`src/rtl/multicycle_control_unit.sv`:
```
// Multi-cycle RV32I-subset control FSM: sequences fetch/decode/execute/memory/writeback,
// handles memory ready handshakes with a bounded wait, and traps on illegal instructions.
module multicycle_control_unit #(
    parameter int MEM_TIMEOUT = 15,
    parameter int TIMEOUT_W   = 4,
    parameter bit ENABLE_JAL  = 1'b1
) (
    input  logic        clk,
    input  logic        rst,
    input  logic [31:0] instr,
    input  logic        mem_ready,
    input  logic        zero,
    output logic        PCWrite,
    output logic        PCSrc,
    output logic        IorD,
    output logic        IRWrite,
    output logic        MemRead,
    output logic        MemWrite,
    output logic        RegWrite,
    output logic [1:0]  WBSel,
    output logic        ALUSrcA,
    output logic [1:0]  ALUSrcB,
    output logic [3:0]  ALUctl,
    output logic        illegal,
    output logic        timeout,
    output logic [3:0]  state
);

    typedef enum logic [3:0] {
        S_FETCH    = 4'd0,
        S_DECODE   = 4'd1,
        S_EXEC_R   = 4'd2,
        S_EXEC_I   = 4'd3,
        S_MEM_ADDR = 4'd4,
        S_MEM_RD   = 4'd5,
        S_MEM_WR   = 4'd6,
        S_WB_MEM   = 4'd7,
        S_WB_ALU   = 4'd8,
        S_BRANCH   = 4'd9,
        S_JAL      = 4'd10,
        S_TRAP     = 4'd11
    } state_t;

    localparam logic [6:0] OP_R      = 7'b0110011;
    localparam logic [6:0] OP_I      = 7'b0010011;
    localparam logic [6:0] OP_LOAD   = 7'b0000011;
    localparam logic [6:0] OP_STORE  = 7'b0100011;
    localparam logic [6:0] OP_BRANCH = 7'b1100011;
    localparam logic [6:0] OP_JAL    = 7'b1101111;
    localparam logic [6:0] F7_ZERO   = 7'b0000000;
    localparam logic [6:0] F7_ALT    = 7'b0100000;

    localparam logic [3:0] ALU_AND = 4'b0000;
    localparam logic [3:0] ALU_OR  = 4'b0001;
    localparam logic [3:0] ALU_ADD = 4'b0010;
    localparam logic [3:0] ALU_XOR = 4'b0011;
    localparam logic [3:0] ALU_SUB = 4'b0110;
    localparam logic [3:0] ALU_SLT = 4'b0111;
    localparam logic [3:0] ALU_SLL = 4'b1000;
    localparam logic [3:0] ALU_SRL = 4'b1001;
    localparam logic [3:0] ALU_SRA = 4'b1010;

    localparam bit                   TO_EN  = (MEM_TIMEOUT != 0);
    localparam logic [TIMEOUT_W-1:0] TO_LIM = TIMEOUT_W'(MEM_TIMEOUT);

    state_t               state_r, state_s;
    logic [TIMEOUT_W-1:0] cnt_r, cnt_s;
    logic                 illegal_r, illegal_s;
    logic                 timeout_r, timeout_s;

    logic [6:0] opcode_s;
    logic [2:0] f3_s;
    logic [6:0] f7_s;

    assign opcode_s = instr[6:0];
    assign f3_s     = instr[14:12];
    assign f7_s     = instr[31:25];

    // f7 only selects SUB for register ops; for I-type it is immediate bits except on shifts
    function automatic logic [3:0] alu_op(input logic [2:0] f3, input logic [6:0] f7, input logic is_r);
        logic [3:0] op;
        case (f3)
            3'b000:  op = (is_r && f7[5]) ? ALU_SUB : ALU_ADD;
            3'b111:  op = ALU_AND;
            3'b110:  op = ALU_OR;
            3'b100:  op = ALU_XOR;
            3'b010:  op = ALU_SLT;
            3'b001:  op = ALU_SLL;
            3'b101:  op = f7[5] ? ALU_SRA : ALU_SRL;
            default: op = ALU_ADD;
        endcase
        return op;
    endfunction

    function automatic logic is_legal(input logic [6:0] op, input logic [2:0] f3, input logic [6:0] f7);
        logic ok;
        case (op)
            OP_R: begin
                if (f7 == F7_ZERO) begin
                    ok = (f3 != 3'b011);
                end else if (f7 == F7_ALT) begin
                    ok = (f3 == 3'b000) || (f3 == 3'b101);
                end else begin
                    ok = 1'b0;
                end
            end
            OP_I: begin
                case (f3)
                    3'b011:  ok = 1'b0;
                    3'b001:  ok = (f7 == F7_ZERO);
                    3'b101:  ok = (f7 == F7_ZERO) || (f7 == F7_ALT);
                    default: ok = 1'b1;
                endcase
            end
            OP_LOAD, OP_STORE: ok = (f3 == 3'b010);
            OP_BRANCH:         ok = (f3 == 3'b000) || (f3 == 3'b001);
            OP_JAL:            ok = ENABLE_JAL;
            default:           ok = 1'b0;
        endcase
        return ok;
    endfunction

    // State, wait counter and sticky trap flags
    always_ff @(posedge clk) begin
        if (rst) begin
            state_r   <= S_FETCH;
            cnt_r     <= '0;
            illegal_r <= 1'b0;
            timeout_r <= 1'b0;
        end else begin
            state_r   <= state_s;
            cnt_r     <= cnt_s;
            illegal_r <= illegal_s;
            timeout_r <= timeout_s;
        end
    end

    // Next-state and control decode; reset forces every strobe and select low
    always_comb begin
        state_s   = state_r;
        cnt_s     = '0;
        illegal_s = illegal_r;
        timeout_s = timeout_r;
        PCWrite   = 1'b0;
        PCSrc     = 1'b0;
        IorD      = 1'b0;
        IRWrite   = 1'b0;
        MemRead   = 1'b0;
        MemWrite  = 1'b0;
        RegWrite  = 1'b0;
        WBSel     = 2'b00;
        ALUSrcA   = 1'b0;
        ALUSrcB   = 2'b00;
        ALUctl    = ALU_AND;
        if (rst) begin
            state_s = S_FETCH;
        end else begin
            case (state_r)
                S_FETCH, S_MEM_RD, S_MEM_WR: begin
                    if (state_r == S_FETCH) begin
                        MemRead = 1'b1;
                        ALUSrcB = 2'b01;
                        ALUctl  = ALU_ADD;
                    end else if (state_r == S_MEM_RD) begin
                        MemRead = 1'b1;
                        IorD    = 1'b1;
                    end else begin
                        MemWrite = 1'b1;
                        IorD     = 1'b1;
                    end
                    // mem_ready on the timeout cycle still completes the access
                    if (mem_ready) begin
                        if (state_r == S_FETCH) begin
                            IRWrite = 1'b1;
                            PCWrite = 1'b1;
                            state_s = S_DECODE;
                        end else if (state_r == S_MEM_RD) begin
                            state_s = S_WB_MEM;
                        end else begin
                            state_s = S_FETCH;
                        end
                    end else if (TO_EN && (cnt_r == TO_LIM)) begin
                        state_s   = S_TRAP;
                        timeout_s = 1'b1;
                    end else begin
                        cnt_s = cnt_r + {{(TIMEOUT_W-1){1'b0}}, 1'b1};
                    end
                end
                S_DECODE: begin
                    ALUSrcB = 2'b10;
                    ALUctl  = ALU_ADD;
                    if (!is_legal(opcode_s, f3_s, f7_s)) begin
                        state_s   = S_TRAP;
                        illegal_s = 1'b1;
                    end else begin
                        case (opcode_s)
                            OP_R:              state_s = S_EXEC_R;
                            OP_I:              state_s = S_EXEC_I;
                            OP_LOAD, OP_STORE: state_s = S_MEM_ADDR;
                            OP_BRANCH:         state_s = S_BRANCH;
                            OP_JAL:            state_s = S_JAL;
                            default: begin
                                state_s   = S_TRAP;
                                illegal_s = 1'b1;
                            end
                        endcase
                    end
                end
                S_EXEC_R: begin
                    ALUSrcA = 1'b1;
                    ALUctl  = alu_op(f3_s, f7_s, 1'b1);
                    state_s = S_WB_ALU;
                end
                S_EXEC_I: begin
                    ALUSrcA = 1'b1;
                    ALUSrcB = 2'b10;
                    ALUctl  = alu_op(f3_s, f7_s, 1'b0);
                    state_s = S_WB_ALU;
                end
                S_MEM_ADDR: begin
                    ALUSrcA = 1'b1;
                    ALUSrcB = 2'b10;
                    ALUctl  = ALU_ADD;
                    state_s = (opcode_s == OP_LOAD) ? S_MEM_RD : S_MEM_WR;
                end
                S_WB_MEM: begin
                    RegWrite = 1'b1;
                    WBSel    = 2'b01;
                    state_s  = S_FETCH;
                end
                S_WB_ALU: begin
                    RegWrite = 1'b1;
                    state_s  = S_FETCH;
                end
                S_BRANCH: begin
                    ALUSrcA = 1'b1;
                    ALUctl  = ALU_SUB;
                    PCSrc   = 1'b1;
                    PCWrite = (f3_s == 3'b000) ? zero : ~zero;
                    state_s = S_FETCH;
                end
                S_JAL: begin
                    RegWrite = 1'b1;
                    WBSel    = 2'b10;
                    PCWrite  = 1'b1;
                    PCSrc    = 1'b1;
                    state_s  = S_FETCH;
                end
                S_TRAP: begin
                    state_s = S_TRAP;
                end
                default: begin
                    state_s = S_TRAP;
                end
            endcase
        end
    end

    assign illegal = illegal_r;
    assign timeout = timeout_r;
    assign state   = state_r;

endmodule

```
`config.mk`:
```
export PLATFORM = sky130hd
export DESIGN_NAME = multicycle_control_unit
export DESIGN_NICKNAME = d
export VERILOG_FILES = /design/src/rtl/multicycle_control_unit.sv
export SDC_FILE = /design/constraint.sdc
export NUM_CORES = 1
export LEC_CHECK = 0
export ABC_AREA = 0
export BUFFER_PORTS_ARGS = -buffer_cell sky130_fd_sc_hd__clkbuf_2
export CAP_MARGIN = 15
export CORE_MARGIN = 10
export CORE_UTILIZATION = 47
export CTS_CLUSTER_SIZE = 20
export DETAILED_ROUTE_END_ITERATION = 8
export PLACE_DENSITY_LB_ADDON = 0.1
export RECOVER_POWER = 50
export SLEW_MARGIN = 5
export SYNTH_ARGS = -nofsm -noshare
export SYNTH_HDL_FRONTEND = slang
export SYNTH_SLANG_ARGS = --single-unit
```
`constraint.sdc`:
```
create_clock -name clk -period 2.9 [get_ports clk]
set_input_delay 0.725 -clock clk [delete_from_list [all_inputs] [get_ports clk]]
set_output_delay 0.725 -clock clk [all_outputs]
set_load 0.01 [all_outputs]
```
==> impl_results.md <==
- Status: completed
- Final setup vio count: 0
- Routed vias: 1243
- Detail Route Antenna Nets: 0
- CTS clk-pin slew, worst paths: 70 ps
- R2R cell count: 6
- Die H: 67.1 µm
- Die width: 67.1 µm
- Initial antenna violation count: 0
- Rows: 17
- Most frequent cell after synthesis: nor2_1
- Setup bufs post-CTS: 0
- Top cell type by total area after synthesis: dfxtp_1
- Area share of the largest cell type after synthesis: 0.192
- Max cap viols: 0
- PD cells: 700 mW/mm²
- Drt initial violations: 76
- Crit path max fanout: 11
- Final hold vios: 0
- Asr flop ratio synth: 0
- Worst setup SP type: flip-flop
- Post-place setup slack: 393 ps
- Vias in the first global route: 1185
- Clock tree buffer depth: 2
- Post-DP Area: 0.00126 mm²
- Setup CP Type: flip-flop to output pin
- Leakage Power: 0.518 nW
- Syn_area_per_cell: 7.06 µm²
- Synth Cell Area: 0.00104 mm²
- Non-Filler Cell Area, Final: 0.00127 mm²
- Sequential area share after synthesis: 0.192
- Worst-skew pair later-pin latency: 270 ps
- Post-CTS resize count: 0
- First-pass GRT wire length: 5190 µm
- Commonest register cell after synthesis: dfxtp_1
- Worst R2R End: state[2]$_SDFFE_PP0P_
- Sum Neg Setup Slack: 0 ps
- Synth Register Bits: 10
- Commonest cells post-synth: 17 x nor2_1, 11 x nand2_1, 10 x dfxtp_1
- Max-slew violations: 0
- Worst vdd ir: 0.481 mV
- Worst setup margin: 334 ps
- Tmin final: 2570 ps
- Final wirelength: 3190 µm
- Fmax: 0.390 GHz
- DRC: 0
- Total grt overflow: 0
- Yosys warning total: 0
- Initial Utilization: 0.482
- GR Util met1: 0.171
- Distinct cells, synth: 47
- CTS tree: yes
- GR Util All Layers: 0.140
- RR Startpoint: state[0]$_SDFFE_PP0P_
- GRT busiest layer: met2
- Antenna diodes: 0
- Worst slew pin tran: 597 ps
- Mapped Cells: 148
- Area added between synthesis and finish: 21.9%
- Worst min-delay path category: flip-flop to flip-flop
- Fraction of layout cells with a size suffix above 1: 0.263
- Top cells by area, synth: dfxtp_1 19%, nor2_1 6.1%, a21oi_1 4.3%
- Unrepaired setup endpoints after global routing: false
- Met2 Track Usage GR: 0.225
- Post-layout net count: 224
- Die ar.: 0.00451 mm²
- Fillers: 226
- Syn_nets: 185
- DR WL/cell: 14.9 µm
- Largest net degree at the start of global routing: 19
- Worst EP arrival: 1840 ps
- IO Port Bufs: 42
- Total power: 0.892 mW
- Critical path endpoint category: output pin
- Flop-to-flop setup slack: 550 ps
- GP Congestion: 0.778
- Io pins: 58
- Placed insts: 210
- H-tree levels: 1
- CP Launch Point: state[0]$_SDFFE_PP0P_
- Num CTS Buffers: 3
- Cts hold-fix bufs: 0
- TritonRoute pass-1 iters: 4
- Post-synth EDFFs: 0
- Final worst path period share: 0.885
- Root buf cell: clkbuf_4
- TritonCTS Sinks: 10
- Hold endpoint: illegal$_SDFFE_PP0P_
- DP Wirelength: 2520 µm
- Drt via density: 5.81
- Non-Filler Instances: 214
- Rel. slew slack: 0.602
- Worst Hold Depth: 2
- WP data required: 2170 ps
- Worst hold start: illegal$_SDFFE_PP0P_
- Worst clock skew: 1.47 ps
- Core Box Area: 0.00217 mm²
- GR Layer Usage met3: 0.0413
==> how the worst max path moves through the flow <==
stage | endpoint | slack, ps | depth (start not counted)
floorplan | ALUctl[1] | 550 | 6
global route | ALUctl[0] | 170 | 4
finish | PCWrite | 330 | 5
global placement | PCWrite | 410 | 7
CTS | PCWrite | 380 | 7
detailed placement | PCWrite | 390 | 7
==> sequential cells by signal, indices dropped and copies added (netlist names) <==
name / cells
timeout: 1
cnt_r: 4
state: 4
illegal: 1
==> worst max-delay path, cell delays in order, from the launching register on <==
cell and delay [ps]:
dfxtp_1 530, clkbuf_1 390, nand2b_1 240, a21oi_1 80, o21a_1 200, clkbuf_2 130
==> report_power, final <==
group          leakage, nW  internal (mW)  total [mW]  switching, mW
clock               0.0210         0.0764       0.129         0.0529
sequential          0.0816          0.166       0.207         0.0412
combinational        0.415          0.233       0.556          0.323
total                0.518          0.475       0.892          0.417
==> per-layer routing <==
layer	wire length (µm)	vias to the layer above
met3	239	4
met2	1530	28
met4	31	0
met1	1390	584
met5	0	-
li1	-	627
==> kinds of logic after synthesis <==
group                      Yosys count  synth area share
adders and majority gates            1            0.0120
DFF                                 10             0.192
AOI/OAI and AO/OA                   37             0.254
and+or+nand+nor                     78             0.423
buffers and inverters               17            0.0778
xor gates and xnor gates             5            0.0419
==> stage by stage <==
stage	hold WS, ps	utilization
detailed placement	444	0.581
CTS	456	0.598
global placement	435	0.581
global route	473	0.587
floorplan	423	-
finish	448	0.587
==> cells in the final DEF (no fill, tap or decap), drive strengths merged, types with 3 or more instances in the layout <==
cell | synthesis | layout
nor4 | 4 | 4
nor2 | 17 | 17
xnor2 | 3 | 3
buf | 5 | 3
nor2b | 6 | 6
o21a | 4 | 4
inv | 4 | 4
nor3b | 4 | 4
dfxtp | 10 | 10
nand4 | 3 | 3
nand2 | 11 | 11
a21oi | 9 | 9
and3 | 3 | 3
or3 | 4 | 4
nand3b | 3 | 3
clkbuf | 8 | 48
o21ai | 5 | 5
a311oi | 3 | 3
nor3 | 9 | 9
==> layout make-up <==
class	instances	area, µm²	area share
multi-input combinational	121	752	0.590
timing repair buffer	47	235	0.185
sequential	10	200	0.157
clock buffer	4	36.3	0.0285
tap	28	35.0	0.0275
inverter	4	15.0	0.0118
Note: power is estimated with default switching activity, not from simulation.
